**src/rtl/grid_pkg.sv**
```systemverilog
// Shared grid definitions: sizes, game-state code, cell encoding, commit FSM states.
// Latency: none (types, constants and a combinational helper only).
// Backpressure: not applicable.
package grid_pkg;

  localparam int GRID_N = 5;
  localparam int CELLS  = GRID_N * GRID_N;

  localparam logic [2:0] GAME_PLAY = 3'b000;

  typedef enum logic [1:0] {
    EMPTY = 2'b00,
    P1    = 2'b01,
    P2    = 2'b10
  } cell_t;

  typedef enum logic [2:0] {
    IDLE,
    CHECK,
    WRITE,
    DONE,
    REJECT
  } commit_st_t;

  // Row-major flat cell index; row/col are always < GRID_N so 5 bits never overflow.
  function automatic logic [4:0] cell_index(input logic [2:0] row, input logic [2:0] col);
    return (5'(row) * 5'd5) + 5'(col);
  endfunction

endpackage

```
**src/rtl/place_commit_rise_detect.sv**
```systemverilog
// Two-flop rising-edge detector for an already-synchronized button level.
// Latency: o_rise is high the cycle after the level is first sampled high.
// Backpressure: none; samples every cycle, a held level yields a single rise.
module rise_detect (
  input  logic clock,
  input  logic reset,
  input  logic i_level,
  output logic o_rise
);

  logic r_q;
  logic r_qq;

  // Delay line of the level; the pair differs for exactly one cycle per edge.
  always_ff @(posedge clock) begin
    if (reset) begin
      r_q  <= 1'b0;
      r_qq <= 1'b0;
    end else begin
      r_q  <= i_level;
      r_qq <= r_q;
    end
  end

  assign o_rise = r_q & ~r_qq;

endmodule

```
**src/rtl/place_commit.sv**
```systemverilog
// Cursor register, board owner and placement commit FSM for the 5x5 grid.
// Latency: rise -> place_ok 3 cycles (via WRITE/DONE), rise -> place_reject 2 cycles.
// Backpressure: none; rises arriving while a commit is in flight are dropped.
module place_commit
  import grid_pkg::*;
(
  input  logic               clock,
  input  logic               reset,
  input  logic [2:0]         state,
  input  logic [2:0]         select_row,
  input  logic [2:0]         select_col,
  input  logic               confirm,
  output logic [2:0]         current_row,
  output logic [2:0]         current_col,
  output logic [2*CELLS-1:0] board,
  output logic               player,
  output logic               place_ok,
  output logic               place_reject,
  output logic [4:0]         placed_count,
  output logic               board_full
);

  logic [2:0]         r_row;
  logic [2:0]         r_col;
  logic [2*CELLS-1:0] r_board;
  logic               r_player;
  logic [4:0]         r_count;
  logic [4:0]         r_idx;
  commit_st_t         r_st;
  commit_st_t         w_st_nxt;
  logic               w_rise;
  logic               w_play;
  logic               w_sel_ok;
  logic               w_full;
  logic [1:0]         w_cell;
  logic               w_place_ok;
  logic               w_place_rej;

  rise_detect u_confirm_rise (
    .clock   (clock),
    .reset   (reset),
    .i_level (confirm),
    .o_rise  (w_rise)
  );

  assign w_play   = (state == GAME_PLAY);
  assign w_sel_ok = (select_row < 3'(GRID_N)) && (select_col < 3'(GRID_N));
  assign w_full   = (r_count == 5'(CELLS));
  assign w_cell   = r_board[{r_idx, 1'b0} +: 2];

  // Commit FSM state register.
  always_ff @(posedge clock) begin
    if (reset) r_st <= IDLE;
    else       r_st <= w_st_nxt;
  end

  // Next-state and one-cycle result pulses.
  always_comb begin
    w_st_nxt    = r_st;
    w_place_ok  = 1'b0;
    w_place_rej = 1'b0;
    case (r_st)
      IDLE:    if (w_rise && w_play) w_st_nxt = CHECK;
      CHECK:   w_st_nxt = (w_full || (w_cell != EMPTY)) ? REJECT : WRITE;
      WRITE:   w_st_nxt = DONE;
      DONE:    begin w_place_ok  = 1'b1; w_st_nxt = IDLE; end
      REJECT:  begin w_place_rej = 1'b1; w_st_nxt = IDLE; end
      default: w_st_nxt = IDLE;
    endcase
  end

  // Cursor follows in-range selections only while idle in PLAY; frozen otherwise.
  always_ff @(posedge clock) begin
    if (reset) begin
      r_row <= '0;
      r_col <= '0;
    end else if (w_play && (r_st == IDLE) && w_sel_ok) begin
      r_row <= select_row;
      r_col <= select_col;
    end
  end

  // Snapshot the target cell when a transaction starts so cursor moves cannot retarget it.
  always_ff @(posedge clock) begin
    if (reset)                                 r_idx <= '0;
    else if ((r_st == IDLE) && w_rise && w_play) r_idx <= cell_index(r_row, r_col);
  end

  // Board write and occupancy count; CHECK already refused full boards, the guard is belt and braces.
  always_ff @(posedge clock) begin
    if (reset) begin
      r_board <= '0;
      r_count <= '0;
    end else if (r_st == WRITE) begin
      r_board[{r_idx, 1'b0} +: 2] <= r_player ? P2 : P1;
      if (!w_full) r_count <= r_count + 5'd1;
    end
  end

  // Turn passes only after a successful placement.
  always_ff @(posedge clock) begin
    if (reset)              r_player <= 1'b0;
    else if (r_st == DONE)  r_player <= ~r_player;
  end

  assign current_row  = r_row;
  assign current_col  = r_col;
  assign board        = r_board;
  assign player       = r_player;
  assign place_ok     = w_place_ok;
  assign place_reject = w_place_rej;
  assign placed_count = r_count;
  assign board_full   = w_full;

endmodule

```
**config.mk**
```make
export PLATFORM = sky130hd
export DESIGN_NAME = place_commit
export DESIGN_NICKNAME = d
export VERILOG_FILES = /design/src/rtl/grid_pkg.sv /design/src/rtl/place_commit_rise_detect.sv /design/src/rtl/place_commit.sv
export SDC_FILE = /design/constraint.sdc
export NUM_CORES = 1
export LEC_CHECK = 0
export ABC_AREA = 1
export CAP_MARGIN = 20
export CORE_MARGIN = 10
export CORE_UTILIZATION = 55
export DETAILED_ROUTE_END_ITERATION = 16
export HOLD_SLACK_MARGIN = 0.02
export PLACE_DENSITY = 0.85
export SYNTH_ARGS = -nofsm -noshare
export SYNTH_HDL_FRONTEND = slang
export SYNTH_SLANG_ARGS = --single-unit
```
**constraint.sdc**
```tcl
create_clock -name clock -period 4.45 [get_ports clock]
set_input_delay 0.89 -clock clock [delete_from_list [all_inputs] [get_ports clock]]
set_output_delay 0.89 -clock clock [all_outputs]
set_load 0.1 [all_outputs]
```
# [Word level (Yosys, flattened, before mapping)]
# Index checks and enable logic that the tools add are counted.
[op_classes] addsub=3 n_mul=1 n_lt_le_gt_ge=2 eq_ne=6 n_shift=3 muxes=7 bitwise=4 reduce_logical=11
[ops] cell="50-bit bitwise mux" n=1
[ops] cell="2-bit by 8-bit variable shift with 50-bit output, first input constant" n=1
[ops] cell="2-bit by 8-bit variable part select with 50-bit output" n=1
[ops] cell="50-bit by 7-bit variable part select with 2-bit output" n=1
[ops] cell="3-bit case mux with 3 select lines" n=1
[ops] cell="6-bit negation with 8-bit output" n=1
[ops] cell="3-bit by 2-bit equality test with 1-bit output, second input constant" n=2
[ops] cell="1-bit logical AND" n=6
[ops] cell="3-bit logical NOT" n=2
[ops] cell="3-bit less-than comparator, second input constant" n=2
[ops] cell="3-bit two-way mux" n=2
[ops] cell="5-bit by 1-bit adder with 5-bit output, second input constant" n=1
[ops] cell="5-bit by 3-bit adder with 5-bit output" n=1
[ops] cell="5-bit equality test, second input constant" n=1
[ops] cell="3-bit by 3-bit multiplier with 5-bit output, second input constant" n=1
[ops] cell="3-bit by 1-bit equality test with 1-bit output, second input constant" n=1
[ops] cell="3-bit equality test, second input constant" n=1
[ops] cell="1-bit NOT" n=3
[ops] cell="1-bit two-way mux" n=2
[ops] cell="2-bit two-way mux" n=1
[ops] cell="2-bit != test, second input constant" n=1
[ops] cell="2-bit AND reduction" n=1
[ops] cell="2-bit nonzero test" n=1
[ops] cell="1-bit bitwise AND" n=1
[ops] cell="1-bit logical OR" n=1
[totals] reg_bits=72 input_bits=12 out_inout_bits=65 wordCells=46

# [Depth between registers and ports, before layout]
[logic_depth] word_depth=5 depth_mapped=15 mapped_depth_nobuf=14

# [By module]
# From an unflattened synthesis, not the netlist that was laid out.
[hier_totals] hier_cells=497 area_unflattened_um2=3672.3
[modules_own_cells] module="place_commit" n_inst=1 cells_per_inst=490 area_each_um2=3613.5
[modules_own_cells] module="rise_detect" n_inst=1 cells_per_inst=7 area_each_um2=58.8

# [Worst setup path after synthesis]
# No wires, ideal clock.
[synth_path] kind="register -> output" start="register r_st[0]" end="output port place_ok" arrival_ps=2514 required_time_ps=3560 setup_slack_ps=1046 path_stages_with_launch=3 path_buffers=0 cell_sequence="dfxtp_1 -> inv_1 -> nor3_1"
[synth_between] elab_chain_cells=2
[synth_lines] element="start: declaration" line_no="place_commit.sv:29" text="commit_st_t r_st;"
[synth_lines] element="start signal: assignment" line_no="place_commit.sv:54" text="else r_st <= w_st_nxt;"
[synth_lines] element="3-bit by 2-bit equality test with 1-bit output" line_no="place_commit.sv:62" text="case (r_st)"
[synth_lines] element="1-bit two-way mux" line_no="place_commit.sv:62"
[synth_lines] element="end: declaration" line_no="place_commit.sv:17" text="output logic place_ok,"
# Every way passes these cells.

# [Worst setup path after layout]
[layout_path] start="register r_count[0], in the netlist placed_count[0]" end="output port board_full"
[layout_between] elab_chain_cells=1
[layout_lines] element="start: declaration" line_no="place_commit.sv:27" text="logic [4:0] r_count;"
[layout_lines] element="start signal: assignment" line_no="place_commit.sv:96" text="if (!w_full) r_count <= r_count + 5'd1;"
[layout_lines] element="5-bit equality test" line_no="place_commit.sv:48" text="assign w_full = (r_count == 5'(CELLS));"
[layout_lines] element="end: declaration" line_no="place_commit.sv:20" text="output logic board_full"
# Every way passes these cells.

==> key figures <==
Hold path
  – Hold WC Path Type: register to register
  – Worst Min Path Start: u_confirm_rise.r_q

Setup path
  – CP endpoint kind: output pin
  – Startpoint Class: register
  – Crit path launch: placed_count[0]
  – Crit path max fanout: 5
  – WP buf/inv: 2
  – Critical path arrival: 2.31 ns
  – Crit path kind: register to output pin
  – R2r startpoint: r_idx[1]
  – Req. time, crit path: 3.56 ns
  – Delay-heaviest family, CP: buffers and inverters
  – Cells along the critical path: ha_1 > nand4_1 > inv_1 > clkdlybuf4s50_1
  – Critical Path Max Stage Delay: 1.15 ns
  – Slowest cell on crit path: clkdlybuf4s50_1

Drt
  – DR vias/cell: 5.31
  – DR WL met2: 4910 um
  – Top Metal Used: met4
  – Wl on met1: 4300 um
  – Drt first-iter violations: 245
  – Post-route ant nets: 0
  – Detailed-route DRC error count: 0
  – Wire length on met3: 753 um
  – Routed len/inst: 14.7 um
  – Vias: 3670
  – Aggregate routed wire length: 10200 um
  – First-pass iteration count of the detailed router: 5

STA
  – Final TNS setup: 0 ns
  – # setup viols final: 0
  – RSZ-0062 raised after global routing: false
  – Clock Skew: 0.00658 ns
  – Slew HR: 0.324
  – Final-report hold violation count: 0
  – WHS: 0.458 ns
  – Setup slack after layout: 1.25 ns
  – Fmax: 313 MHz
  – Final slew viol count: 0
  – Period Utilization, post-route: 0.719
  – Post-layout min period: 3.20 ns
  – Worst Max-Slew Pin Slew: 1.01 ns

Clock network
  – Post-cts resize count: 0
  – Number of buffers on the longest clock path: 2
  – Clock Tree Root: clkbuf_8
  – Post-CTS setup buffer count: 0
  – Sink Count: 72
  – TritonCTS buffer count: 9
  – Clock latency at the later pin of the worst-skew pair: 0.34 ns
  – Worst-path clk slew: 0.07 ns
  – H-tree Lvls: 3
  – CTS tree: done
  – Hold buffers post-CTS: 0

Synth
  – Ys Warns: 0
  – Mean area per synthesized cell: 6.81 um^2
  – Synth unique cells: 33
  – Flops & latches, synth: 72
  – Syn Inst Count: 536
  – Sequential area share after synthesis: 0.395
  – Synthesized area: 0.00365 mm^2
  – Post-Syn Nets: 563

Global routing
  – First-pass GRT wire length: 16900 um
  – Pin count of the biggest net entering global routing: 32
  – GRT overflow: 0
  – Vias in the first global route: 3647
  – All-Layer GR Usage: 0.198
  – Initial antenna violation count: 0

Power
  – Switch share: 0.275
  – Power Internal: 0.911 mW
  – Sequential fraction of design power: 0.530
  – Sw Pwr: 0.346 mW
  – Leak: 1.97 nW
  – Pwr dens: 273 mW/mm^2
  – IR Drop Worst-Case VDD: 0.257 mV
  – Comb pwr share: 0.124
  – Clk pwr share: 0.347

Place
  – I/O Buffers: 76
  – Placed cell count: 677
  – Dpl ws: 1.61 ns
  – Sum of net half-perimeters after detailed placement: 7850 um
  – Placer Congestion: 0.958

Floorplanning
  – IO Pins: 77
  – Floorplan row count: 29
  – Core Footprint: 0.00639 mm^2
  – Initial Utilization: 0.572
  – Die height: 101 um
  – Die ar.: 0.0103 mm^2
  – Die X-Extent: 101 um

Final layout
  – Final nets: 638
  – Fin cells: 691
  – Area grow syn2layout: 26.1%
  – N_diodes: 0
  – Share of cells above drive strength 1: 0.0489

Job
  – Max cap viols: 0

Outcome
  – Status: completed
==> per-stage QoR <==
step	utilization	area, um^2	power [mW]
finish	0.721	4610	1.26
global route	0.721	4610	1.30
CTS	0.721	4610	1.26
detailed placement	0.697	4450	0.834
global placement	0.697	4450	0.830
floorplan	-	3650	0.793
==> cell usage in the layout, fill, tap and decap left out, drive strengths merged <==
master,n
xnor2,2
nand2,102
clkbuf,13
clkdlybuf4s50,76
xor2,1
o211a,1
a21oi,49
clkinv,2
fa,1
o21ai,45
a211oi,1
nand4,7
nor3b,2
nand3,41
buf,2
nor4,1
nor2,88
inv,82
nor3,11
and2,1
ha,14
dfxtp,72
==> cell usage after synthesis, drive strengths merged <==
library cell	number	share of area
nand3	41	0.062
a21oi	49	0.067
clkbuf	8	0.0082
a211oi	1	0.0021
dfxtp	72	0.39
fa	1	0.0055
nor3	11	0.016
o211a	1	0.0027
and2	1	0.0017
nand4	7	0.012
o21ai	45	0.062
buf	6	0.011
nor4	1	0.0017
nor3b	2	0.0041
clkinv	1	0.0010
inv	82	0.085
xnor2	2	0.0048
nor2	88	0.097
nand2	102	0.11
xor2	1	0.0024
ha	14	0.048
==> cells by family (layout without fill, tap and decap cells) <==
group | Yosys count | after routing | share of synthesized area
adder cells (fa/ha/maj) | 15 | 15 | 0.0535
flip-flops | 72 | 72 | 0.395
AO/OA/AOI/OAI | 96 | 96 | 0.134
AND/OR/NAND/NOR | 253 | 253 | 0.305
XOR/XNOR | 3 | 3 | 0.00720
buffers and inverters | 97 | 175 | 0.106
==> tightest hold or removal path, delay by kind of cell (launching register included) <==
family,cells,cell delay (ns)
flip-flops,1,0.30
buffers and inverters,1,0.07
AND/OR/NAND/NOR,1,0.04
==> cell type report <==
type,instances,area (um^2)
multi-input cells,367,1820
well taps,77,96.3
fillers,559,1780
repair buffers,78,776
inverters,83,314
flip-flops and latches,72,1440
clock inverters,1,5.00
clock buffers,13,149
==> layer usage <==
| layer | vias up | track usage |
|---|---|---|
| li1 | 1857 | - |
| met1 | 1676 | 0.225 |
| met2 | 118 | 0.338 |
| met3 | 19 | 0.0585 |
| met4 | 0 | 0.0847 |
| met5 | - | 0 |
==> state kept, by name (all words and copies together), names as in the netlist <==
register and count:
r_idx 5, placed_count 5, u_confirm_rise.r_q 1, board 50
current_row 3, current_col 3, r_st 3, u_confirm_rise.r_qq 1
player 1
==> worst paths after layout <==
kind | end | cells past startpoint | slack [ns]
setup / recovery | board_full | 4 | 1.25
hold / removal | u_confirm_rise.r_qq | 2 | 0.46
setup reg to reg | board[49] | 13 | 1.63
hold reg to reg | u_confirm_rise.r_qq | 2 | 0.46
==> power by group through the flow <==
stage	clock network, mW	logic (mW)	registers (mW)
after floorplan	0	0.0780	0.715
after global placement	0	0.150	0.679
after detailed placement	0	0.154	0.680
after CTS	0.439	0.155	0.665
after global routing	0.459	0.172	0.667
final	0.436	0.156	0.666
No activity file was read; power rests on OpenSTA's default activity.
